===== src/rtl/fetch_sequencer.sv =====
// fetch_sequencer: instruction-fetch stage controller for a variable-latency
// instruction memory with a request/valid handshake.
//
// Owns the fetch PC, keeps at most one memory request outstanding, registers
// returned words into the F/D pipeline registers, parks a word in a one-entry
// hold buffer while decode stalls, and applies Execute redirects while
// discarding any response made stale by them.
//
// Ports:
//   clk          in   clock, rising edge
//   rst          in   asynchronous active-low reset
//   stall_d      in   decode cannot accept; hold the D outputs
//   pc_src_e     in   redirect request from Execute
//   pc_target_e  in   redirect target
//   imem_req     out  request strobe (combinational), accepted same cycle
//   imem_addr    out  request address (combinational), valid with imem_req
//   imem_rvalid  in   response valid, at least one cycle after the request
//   imem_rdata   in   response word
//   instr_d      out  F/D instruction
//   pc_d         out  F/D PC
//   pc_plus4_d   out  F/D PC+4
//   valid_d      out  F/D holds a real instruction (0 = bubble)
//   timeout      out  one-cycle pulse when the memory fails to answer in time
module fetch_sequencer #(
    parameter logic [31:0] RESET_PC = 32'h0000_0000,
    parameter int unsigned MAX_WAIT = 15
) (
    input  logic        clk,
    input  logic        rst,
    input  logic        stall_d,
    input  logic        pc_src_e,
    input  logic [31:0] pc_target_e,
    output logic        imem_req,
    output logic [31:0] imem_addr,
    input  logic        imem_rvalid,
    input  logic [31:0] imem_rdata,
    output logic [31:0] instr_d,
    output logic [31:0] pc_d,
    output logic [31:0] pc_plus4_d,
    output logic        valid_d,
    output logic        timeout
);

    localparam int unsigned XLEN  = 32;
    localparam int unsigned CNT_W = 8;

    localparam logic [XLEN-1:0]  PC_STEP   = XLEN'(4);
    localparam logic [CNT_W-1:0] CNT_ONE   = CNT_W'(1);
    localparam logic [CNT_W-1:0] WAIT_LAST = CNT_W'(MAX_WAIT - 1);

    typedef enum logic [1:0] {
        S_IDLE = 2'd0,
        S_WAIT = 2'd1,
        S_HOLD = 2'd2,
        S_DROP = 2'd3
    } state_t;

    // What happens to the F/D registers this cycle.
    typedef enum logic [1:0] {
        D_KEEP   = 2'd0,
        D_MEM    = 2'd1,
        D_HOLD   = 2'd2,
        D_BUBBLE = 2'd3
    } d_op_t;

    state_t            r_state;
    state_t            w_state_nxt;

    // r_pc_f always tracks the address of the request that is (or will next be)
    // outstanding, so a returning word is always paired with r_pc_f.
    logic [XLEN-1:0]   r_pc_f;
    logic [XLEN-1:0]   w_pc_f_nxt;
    logic [XLEN-1:0]   w_pc_f_inc;

    logic [CNT_W-1:0]  r_cnt;
    logic [CNT_W-1:0]  w_cnt_nxt;
    logic              w_wait_expire;

    logic [XLEN-1:0]   r_hold_instr;
    logic [XLEN-1:0]   r_hold_pc;
    logic              w_hold_wr;

    logic [XLEN-1:0]   r_instr_d;
    logic [XLEN-1:0]   r_pc_d;
    logic [XLEN-1:0]   r_pc_plus4_d;
    logic              r_valid_d;
    logic              r_timeout;
    logic              w_timeout_nxt;

    logic              w_accept;
    logic              w_req;
    logic [XLEN-1:0]   w_addr;
    d_op_t             w_d_op;

    assign w_accept      = !r_valid_d || !stall_d;
    assign w_pc_f_inc    = r_pc_f + PC_STEP;
    assign w_wait_expire = (r_cnt == WAIT_LAST);

    // State register.
    always_ff @(posedge clk or negedge rst) begin
        if (!rst) begin
            r_state <= S_IDLE;
        end else begin
            r_state <= w_state_nxt;
        end
    end

    // Next state, request strobe and datapath controls.
    always_comb begin
        w_state_nxt   = r_state;
        w_pc_f_nxt    = r_pc_f;
        w_cnt_nxt     = r_cnt;
        w_timeout_nxt = 1'b0;
        w_req         = 1'b0;
        w_addr        = r_pc_f;
        w_d_op        = D_KEEP;
        w_hold_wr     = 1'b0;

        if (pc_src_e) begin
            // Redirect flushes D regardless of stall and discards any held word.
            w_d_op     = D_BUBBLE;
            w_pc_f_nxt = pc_target_e;
            w_addr     = pc_target_e;
            if ((r_state == S_WAIT || r_state == S_DROP) && !imem_rvalid) begin
                // Old request still in flight: wait it out in DROP.
                if (w_wait_expire) begin
                    w_timeout_nxt = 1'b1;
                    w_cnt_nxt     = '0;
                    w_state_nxt   = S_IDLE;
                end else begin
                    w_cnt_nxt   = r_cnt + CNT_ONE;
                    w_state_nxt = S_DROP;
                end
            end else begin
                // Nothing in flight after this edge: fetch the target now.
                w_req       = 1'b1;
                w_cnt_nxt   = '0;
                w_state_nxt = S_WAIT;
            end
        end else begin
            case (r_state)
                S_IDLE: begin
                    w_req       = 1'b1;
                    w_cnt_nxt   = '0;
                    w_state_nxt = S_WAIT;
                    if (w_accept) begin
                        w_d_op = D_BUBBLE;
                    end
                end
                S_WAIT: begin
                    if (imem_rvalid) begin
                        w_pc_f_nxt = w_pc_f_inc;
                        if (w_accept) begin
                            // Deliver and immediately fetch the next word.
                            w_d_op    = D_MEM;
                            w_req     = 1'b1;
                            w_addr    = w_pc_f_inc;
                            w_cnt_nxt = '0;
                        end else begin
                            w_hold_wr   = 1'b1;
                            w_state_nxt = S_HOLD;
                        end
                    end else begin
                        if (w_accept) begin
                            w_d_op = D_BUBBLE;
                        end
                        if (w_wait_expire) begin
                            w_timeout_nxt = 1'b1;
                            w_cnt_nxt     = '0;
                            w_state_nxt   = S_IDLE;
                        end else begin
                            w_cnt_nxt = r_cnt + CNT_ONE;
                        end
                    end
                end
                S_HOLD: begin
                    if (!stall_d) begin
                        w_d_op      = D_HOLD;
                        w_req       = 1'b1;
                        w_cnt_nxt   = '0;
                        w_state_nxt = S_WAIT;
                    end
                end
                S_DROP: begin
                    if (imem_rvalid) begin
                        // Stale word arrives and is dropped; fetch the real PC.
                        w_req       = 1'b1;
                        w_cnt_nxt   = '0;
                        w_state_nxt = S_WAIT;
                    end else begin
                        if (w_accept) begin
                            w_d_op = D_BUBBLE;
                        end
                        if (w_wait_expire) begin
                            w_timeout_nxt = 1'b1;
                            w_cnt_nxt     = '0;
                            w_state_nxt   = S_IDLE;
                        end else begin
                            w_cnt_nxt = r_cnt + CNT_ONE;
                        end
                    end
                end
                default: begin
                    w_state_nxt = S_IDLE;
                end
            endcase
        end
    end

    // Fetch PC, wait counter, hold buffer and F/D registers.
    always_ff @(posedge clk or negedge rst) begin
        if (!rst) begin
            r_pc_f       <= RESET_PC;
            r_cnt        <= '0;
            r_timeout    <= 1'b0;
            r_hold_instr <= '0;
            r_hold_pc    <= '0;
            r_instr_d    <= '0;
            r_pc_d       <= '0;
            r_pc_plus4_d <= '0;
            r_valid_d    <= 1'b0;
        end else begin
            r_pc_f    <= w_pc_f_nxt;
            r_cnt     <= w_cnt_nxt;
            r_timeout <= w_timeout_nxt;
            if (w_hold_wr) begin
                r_hold_instr <= imem_rdata;
                r_hold_pc    <= r_pc_f;
            end
            case (w_d_op)
                D_MEM: begin
                    r_instr_d    <= imem_rdata;
                    r_pc_d       <= r_pc_f;
                    r_pc_plus4_d <= w_pc_f_inc;
                    r_valid_d    <= 1'b1;
                end
                D_HOLD: begin
                    r_instr_d    <= r_hold_instr;
                    r_pc_d       <= r_hold_pc;
                    r_pc_plus4_d <= r_hold_pc + PC_STEP;
                    r_valid_d    <= 1'b1;
                end
                D_BUBBLE: begin
                    r_valid_d <= 1'b0;
                end
                default: begin
                end
            endcase
        end
    end

    // Request outputs are forced low while reset is asserted.
    assign imem_req   = rst & w_req;
    assign imem_addr  = rst ? w_addr : '0;

    assign instr_d    = r_instr_d;
    assign pc_d       = r_pc_d;
    assign pc_plus4_d = r_pc_plus4_d;
    assign valid_d    = r_valid_d;
    assign timeout    = r_timeout;

endmodule


===== config.mk =====
export PLATFORM = sky130hd
export DESIGN_NAME = fetch_sequencer
export DESIGN_NICKNAME = d
export VERILOG_FILES = /design/src/rtl/fetch_sequencer.sv
export SDC_FILE = /design/constraint.sdc
export NUM_CORES = 1
export LEC_CHECK = 0
export ABC_CLOCK_PERIOD_IN_PS = 3000
export CAP_MARGIN = 15
export CORE_ASPECT_RATIO = 0.9
export CORE_UTILIZATION = 40
export DETAILED_ROUTE_END_ITERATION = 12
export HOLD_SLACK_MARGIN = 0.08
export PLACE_DENSITY = 0.7
export SLEW_MARGIN = 20
export SYNTH_ARGS = -nofsm -noshare
export SYNTH_HDL_FRONTEND = slang
export SYNTH_SLANG_ARGS = --single-unit

===== constraint.sdc =====
create_clock -name clk -period 3 [get_ports clk]
set_input_delay 0.3 -clock clk [delete_from_list [all_inputs] [get_ports clk]]
set_output_delay 0.3 -clock clk [all_outputs]
set_load 0.01 [all_outputs]

# After elaboration in Yosys (flattened, before gate mapping)
# Index checks and enable logic that the tools add are counted.
classes:
  eq_ne: 10
  add_sub_neg: 3
  n_bitwise: 1
  muxes: 52
  reduce_logical: 16
ops:
  columns: ["op", "n"]
  rows:
  - ["$mux W32", 8]
  - ["$pmux W32 S2", 3]
  - ["$add A32 B3 Y32 const B", 2]
  - ["$mux W8", 7]
  - ["$pmux W8 S4", 1]
  - ["$mux W2", 13]
  - ["$mux W1", 16]
  - ["$pmux W2 S4", 2]
  - ["$add A8 B1 Y8 const B", 1]
  - ["$eq A2 B2 Y1 const B", 4]
  - ["$eq A8 B4 Y1 const B", 1]
  - ["$ne A4 B4 Y1 const B", 2]
  - ["$reduce_bool A2 Y1", 4]
  - ["$reduce_and A2 Y1", 3]
  - ["$eq A2 B1 Y1 const B", 2]
  - ["$pmux W1 S4", 1]
  - ["$reduce_or A2 Y1", 2]
  - ["$logic_not A1 Y1", 3]
  - ["$ne A3 B3 Y1 const B", 1]
  - ["$logic_not A2 Y1", 1]
  - ["$logic_or A1 B1 Y1", 2]
  - ["$pmux W1 S2", 1]
  - ["$and A1 B1 Y1", 1]
  - ["$logic_and A1 B1 Y1", 1]
totals:
  ff_bits: 204
  input_bits: 69
  elab_cells: 92
  output_inout_bits: 131

# Depth between registers and ports, before layout
logic_depth:
  word_depth: 9
  depth_mapped: 13

# Worst setup path after synthesis
# Ideal clock, no wire load.
synth_path:
  kind: "input -> register"
  startpoint: "in pc_src_e"
  endpoint: "reg r_instr_d[10], in the netlist instr_d[10]"
  path_buffers: 6
  path_stages: 12
  setup_ns: 0.137
  t_arrival_ns: 2.476
  slack_ns: 0.387
  path_cell_list: "clkbuf_1 inv_1 clkbuf_1 nand2_1 inv_1 ha_1 clkbuf_1 clkbuf_1 buf_2 buf_2 mux2i_1 a21oi_1"
synth_via:
  elab_chain_cells: 3
synth_rtl:
  columns: ["element", "line", "text"]
  rows:
  - ["start, declared", "31", "input logic pc_src_e,"]
  - ["$mux W2 *", "119", "if (pc_src_e) begin"]
  - ["$eq A2 B2 Y1 or $eq A2 B1 Y1 (tied branches)", "230", "case (w_d_op)"]
  - ["$pmux W32 S2 or $reduce_bool A2 Y1 (tied branches)", null, null]
  - ["end signal, assigned", "232", "r_instr_d <= imem_rdata;"]
  - ["end signal, assigned", "238", "r_instr_d <= r_hold_instr;"]
  - ["end, declared", "83", "logic [XLEN-1:0] r_instr_d;"]
# Every way passes the cells marked *; elsewhere a longest branch is shown, timed or not.
# A chain may end at the register's enable or synchronous reset.

# Final worst setup path
layout_path:
  startpoint: "reg r_state[1]"
  endpoint: "out imem_addr[10]"
layout_via:
  elab_chain_cells: 4
layout_rtl:
  columns: ["element", "line", "text"]
  rows:
  - ["start, declared", "66", "state_t r_state;"]
  - ["start signal, assigned", "104", "r_state <= w_state_nxt;"]
  - ["$eq A2 B1 Y1", "141", "case (r_state)"]
  - ["$mux W32", "141", null]
  - ["$mux W32", "119", null]
  - ["$mux W32", "254", "assign imem_addr = rst ? w_addr : '0;"]
  - ["end, declared", "34", "output logic [31:0] imem_addr,"]
# No other way between the ends.

==> summary.md <==
| Metric | Value |
|---|---|
| Average cell area after synthesis | `just under 10 um^2` |
| Height of the die | `160 um` |
| Clock power share | `between 20 and 30%` |
| Multi-input gate area | `5600 um^2` |
| Crit. End Element | `primary output` |
| Fill count | `2,422` |
| EDFF count, synth | `0` |
| Synth Flop Type | `dfrtp_1` |
| Hold/Removal Path Class | `input port to async pin` |
| Util after Layout | `approximately 54%` |
| Maximum VDD drop | `0.500 mV` |
| Detailed Routing Iterations Pass 1 | `5` |
| H-tree depth | `1` |
| CP startpoint kind | `flip-flop` |
| Nets | `about 1,400` |
| Outcome | `finished, final reports clean` |
| TritonCTS Buffers | `25` |
| Worst setup path start | `r_state[1]` |
| Avg WL per Cell | `18.5 um` |
| Worst-case reg-to-reg path depth | `8` |
| Share of cells above drive strength 1 | `16.2%` |
| Register area | `5060 um^2` |
| Initial Utilization | `40.9%` |
| Place WS | `0.130 ns` |
| RSZ-0062 raised after global routing | `false` |
| Yosys warns | `0` |
| Rows | `57` |
| Via count | `9,210` |
| CTS Sinks | `202` |
| Slew margin rel. | `53.5%` |
| Clk Latency, worst-skew pair | `0.53 ns` |
| DR vias/cell | `5.43` |
| Minimum clock period | `2.88 ns` |
| Leakage | `6.02 nW` |
| Synthesized Nets | `1,202` |
| Reg-to-Reg End | `pc_plus4_d[11]` |
| Clk_skew | `0.0173 ns` |
| Clock slew at reported path FFs | `0.06 ns` |
| Yosys reg bits | `202` |
| Longest Clk Path Bufs | `3` |
| Ant. Diodes | `0` |
| Setup TNS | `0 ns` |
| Comb power frac | `30.5%` |
| HPWL after DPL | `22,200 um` |
| DRC | `0` |
| Routability cong. | `0.887` |
| Cell internal pwr | `7.06 mW` |
| Sw Share | `around 32%` |
| Clk root buf | `clkbuf_16` |
| Crit Path Category | `flip-flop to primary output` |
| Worst endpoint required time | `between 2 and 3 ns` |
| Syn Inst Count | `1,126` |
| Grt total ovfl | `0` |
| CP Capture Point | `imem_addr[10]` |
| Max Slew Vio Count | `0` |
| Distinct cell type count after synthesis | `between 60 and 70` |
| Total GRT Usage | `22.4%` |
| Max cap viols | `0` |
| Post-synth ARST share | `100%` |
| CTS tree | `built` |
| Proportion of power drawn by flip-flops and latches | `40.8%` |
| Worst Max-Slew Pin Slew | `0.691 ns` |
| Core area | `approximately 27,000 um^2` |
| R2R setup slack | `0.48 ns` |
| Critical R2R Launch | `r_state[0]` |
| Final WL | `31,400 um` |
| Initial antenna violation count | `0` |
| Final ANT Viol Nets | `0` |
| Worst path arrival time | `2.58 ns` |
| Crit path max fanout | `13` |
| P_sw | `between 3 and 4 mW` |
| Die width | `roughly 180 um` |
| Final period utilization | `95.8%` |
| Fmax | `348 MHz` |
| DR iter-0 viols | `roughly 620` |
| Setup WS post-layout | `0.125 ns` |
| Mapped cell area | `11,100 um^2` |
| First-pass GRT wire length | `about 50,000 um` |
| Area Overhead vs Synth | `31.5%` |
| Final hold vios | `0` |
| # setup viols final | `0` |
| Area of the die | `28,500 um^2` |
| Largest net degree at the start of global routing | `68` |
| Top Ports | `200` |
| Number of global-route vias before repair | `9,174` |
| Register area share after synthesis | `a little under half` |
| Port bufs | `199` |
| Pwr/cell area | `713 nW/um^2` |
registers in the layout, summed over array words and instances (netlist names):
name	count
instr_d	32
pc_plus4_d	30
r_pc_f	32
pc_d	32
valid_d	1
r_hold_instr	32
r_hold_pc	32
timeout	1
r_state	2
r_cnt	8
critical path, stage by stage, from the launching register on:
cell,delay (ns)
dfrtp_2,0.46
and3b_1,0.25
nand2_1,0.09
buf_12,0.17
buf_4,0.18
nor2_1,0.12
xnor2_1,0.08
a21oi_1,0.16
clkdlybuf4s50_1,0.55
cells in the final DEF (no fill, tap or decap), types with 11 or more instances in the layout:
cell type / count
nor2_1: 95
dfrtp_1: 195
xor2_1: 36
a21oi_1: 101
clkbuf_16: 25
nor3_1: 19
inv_1: 17
o21ai_0: 25
nand2b_1: 29
dlymetal6s2s_1: 16
nand2_1: 95
clkdlybuf4s50_1: 171
nand3_1: 25
buf_4: 65
nand4_1: 20
nor4_1: 11
a21boi_0: 22
xnor2_1: 62
mux2_2: 67
mux2i_1: 65
how the worst min path moves through the flow:
stage | to | depth (start not counted)
after detailed placement | pc_plus4_d[20] | 1
after global placement | pc_plus4_d[20] | 1
after floorplan | instr_d[0] | 0
after global routing | pc_plus4_d[6] | 2
final | pc_plus4_d[6] | 2
after CTS | pc_plus4_d[6] | 2
per-stage QoR:
| stage | instance area [um^2] | cells | total power [mW] | hold slack (ns) |
|---|---|---|---|---|
| 3_5_place_dp | 13700 | 1645 | 7.46 | 0.164 |
| 6_report | 14600 | 1697 | 10.4 | 0.221 |
| 4_1_cts | 14500 | 1692 | 10.5 | 0.202 |
| 5_1_grt | 14600 | 1697 | 11.0 | 0.227 |
| 2_1_floorplan | 11100 | 1126 | 5.78 | 0.00441 |
| 3_3_place_gp | 13700 | 1645 | 7.36 | 0.162 |
layout make-up:
type / instances / area share, %
timing repair buffer: 271 / 18.0
sequential: 202 / 34.7
clock buffer: 35 / 4.88
inverter: 19 / 0.488
tap: 354 / 3.03
clock inverter: 7 / 0.634
multi-input combinational: 809 / 38.3
routing by layer:
layer | global-route usage [%] | vias to the layer above | part of all wire, %
li1 | - | 4359 | -
met2 | 35.5 | 292 | 46
met3 | 4.62 | 33 | 7.3
met1 | 31.4 | 4526 | 45
met4 | 4.58 | 0 | 1.5
met5 | 0 | - | 0
cell families (layout without fill, tap and decap cells):
logic type | after synthesis | after routing | share of synthesized area, %
mux | 132 | 132 | 12.6
simple gates | 362 | 362 | 16.9
fa+ha+maj | 7 | 7 | 0.788
buf+inv | 115 | 332 | 4.67
compound gates | 210 | 210 | 11.8
flops | 202 | 202 | 45.5
xor+xnor | 98 | 98 | 7.72
cells in the mapped netlist (all sizes together), types with 4 or more instances:
| cell type | number | area share [%] |
|---|---|---|
| and3 | 12 | 0.68 |
| nor2 | 95 | 3.2 |
| o21a | 6 | 0.41 |
| a21oi | 101 | 4.5 |
| a221o | 5 | 0.45 |
| ha | 7 | 0.79 |
| mux2 | 67 | 6.8 |
| a31oi | 5 | 0.28 |
| o221ai | 9 | 0.71 |
| nand2 | 96 | 3.2 |
| nor2b | 9 | 0.51 |
| o21ai | 26 | 1.2 |
| nand2b | 29 | 1.6 |
| dfrtp | 202 | 45 |
| and2 | 5 | 0.28 |
| o31a | 4 | 0.32 |
| xor2 | 36 | 2.8 |
| o31ai | 7 | 0.47 |
| or4 | 6 | 0.44 |
| or3 | 7 | 0.39 |
| o211ai | 6 | 0.50 |
| mux2i | 65 | 5.9 |
| buf | 47 | 2.4 |
| nand3 | 27 | 1.3 |
| a21boi | 26 | 1.8 |
| inv | 18 | 0.61 |
| xnor2 | 62 | 4.9 |
| nor3 | 25 | 1.4 |
| nor4 | 16 | 1.2 |
| clkbuf | 49 | 1.7 |
| nand4 | 24 | 1.8 |
| and4 | 7 | 0.55 |
power groups by stage:
stage | clock network (mW) | logic, mW | registers [mW]
final | 2.99 | 3.17 | 4.25
after global routing | 3.18 | 3.46 | 4.36
after CTS | 3.05 | 3.20 | 4.24
after detailed placement | 0 | 3.18 | 4.28
after global placement | 0 | 3.11 | 4.25
after floorplan | 0 | 1.55 | 4.23
repair_timing:
action,4_1_cts,5_1_grt
buffers inserted,4,5
resized for setup,26,22
setup endpoints to repair,22,19
hold endpoints to repair,88,0
hold buffers,1,0
pin swaps,3,1
Power figures use the tool's default switching activity.
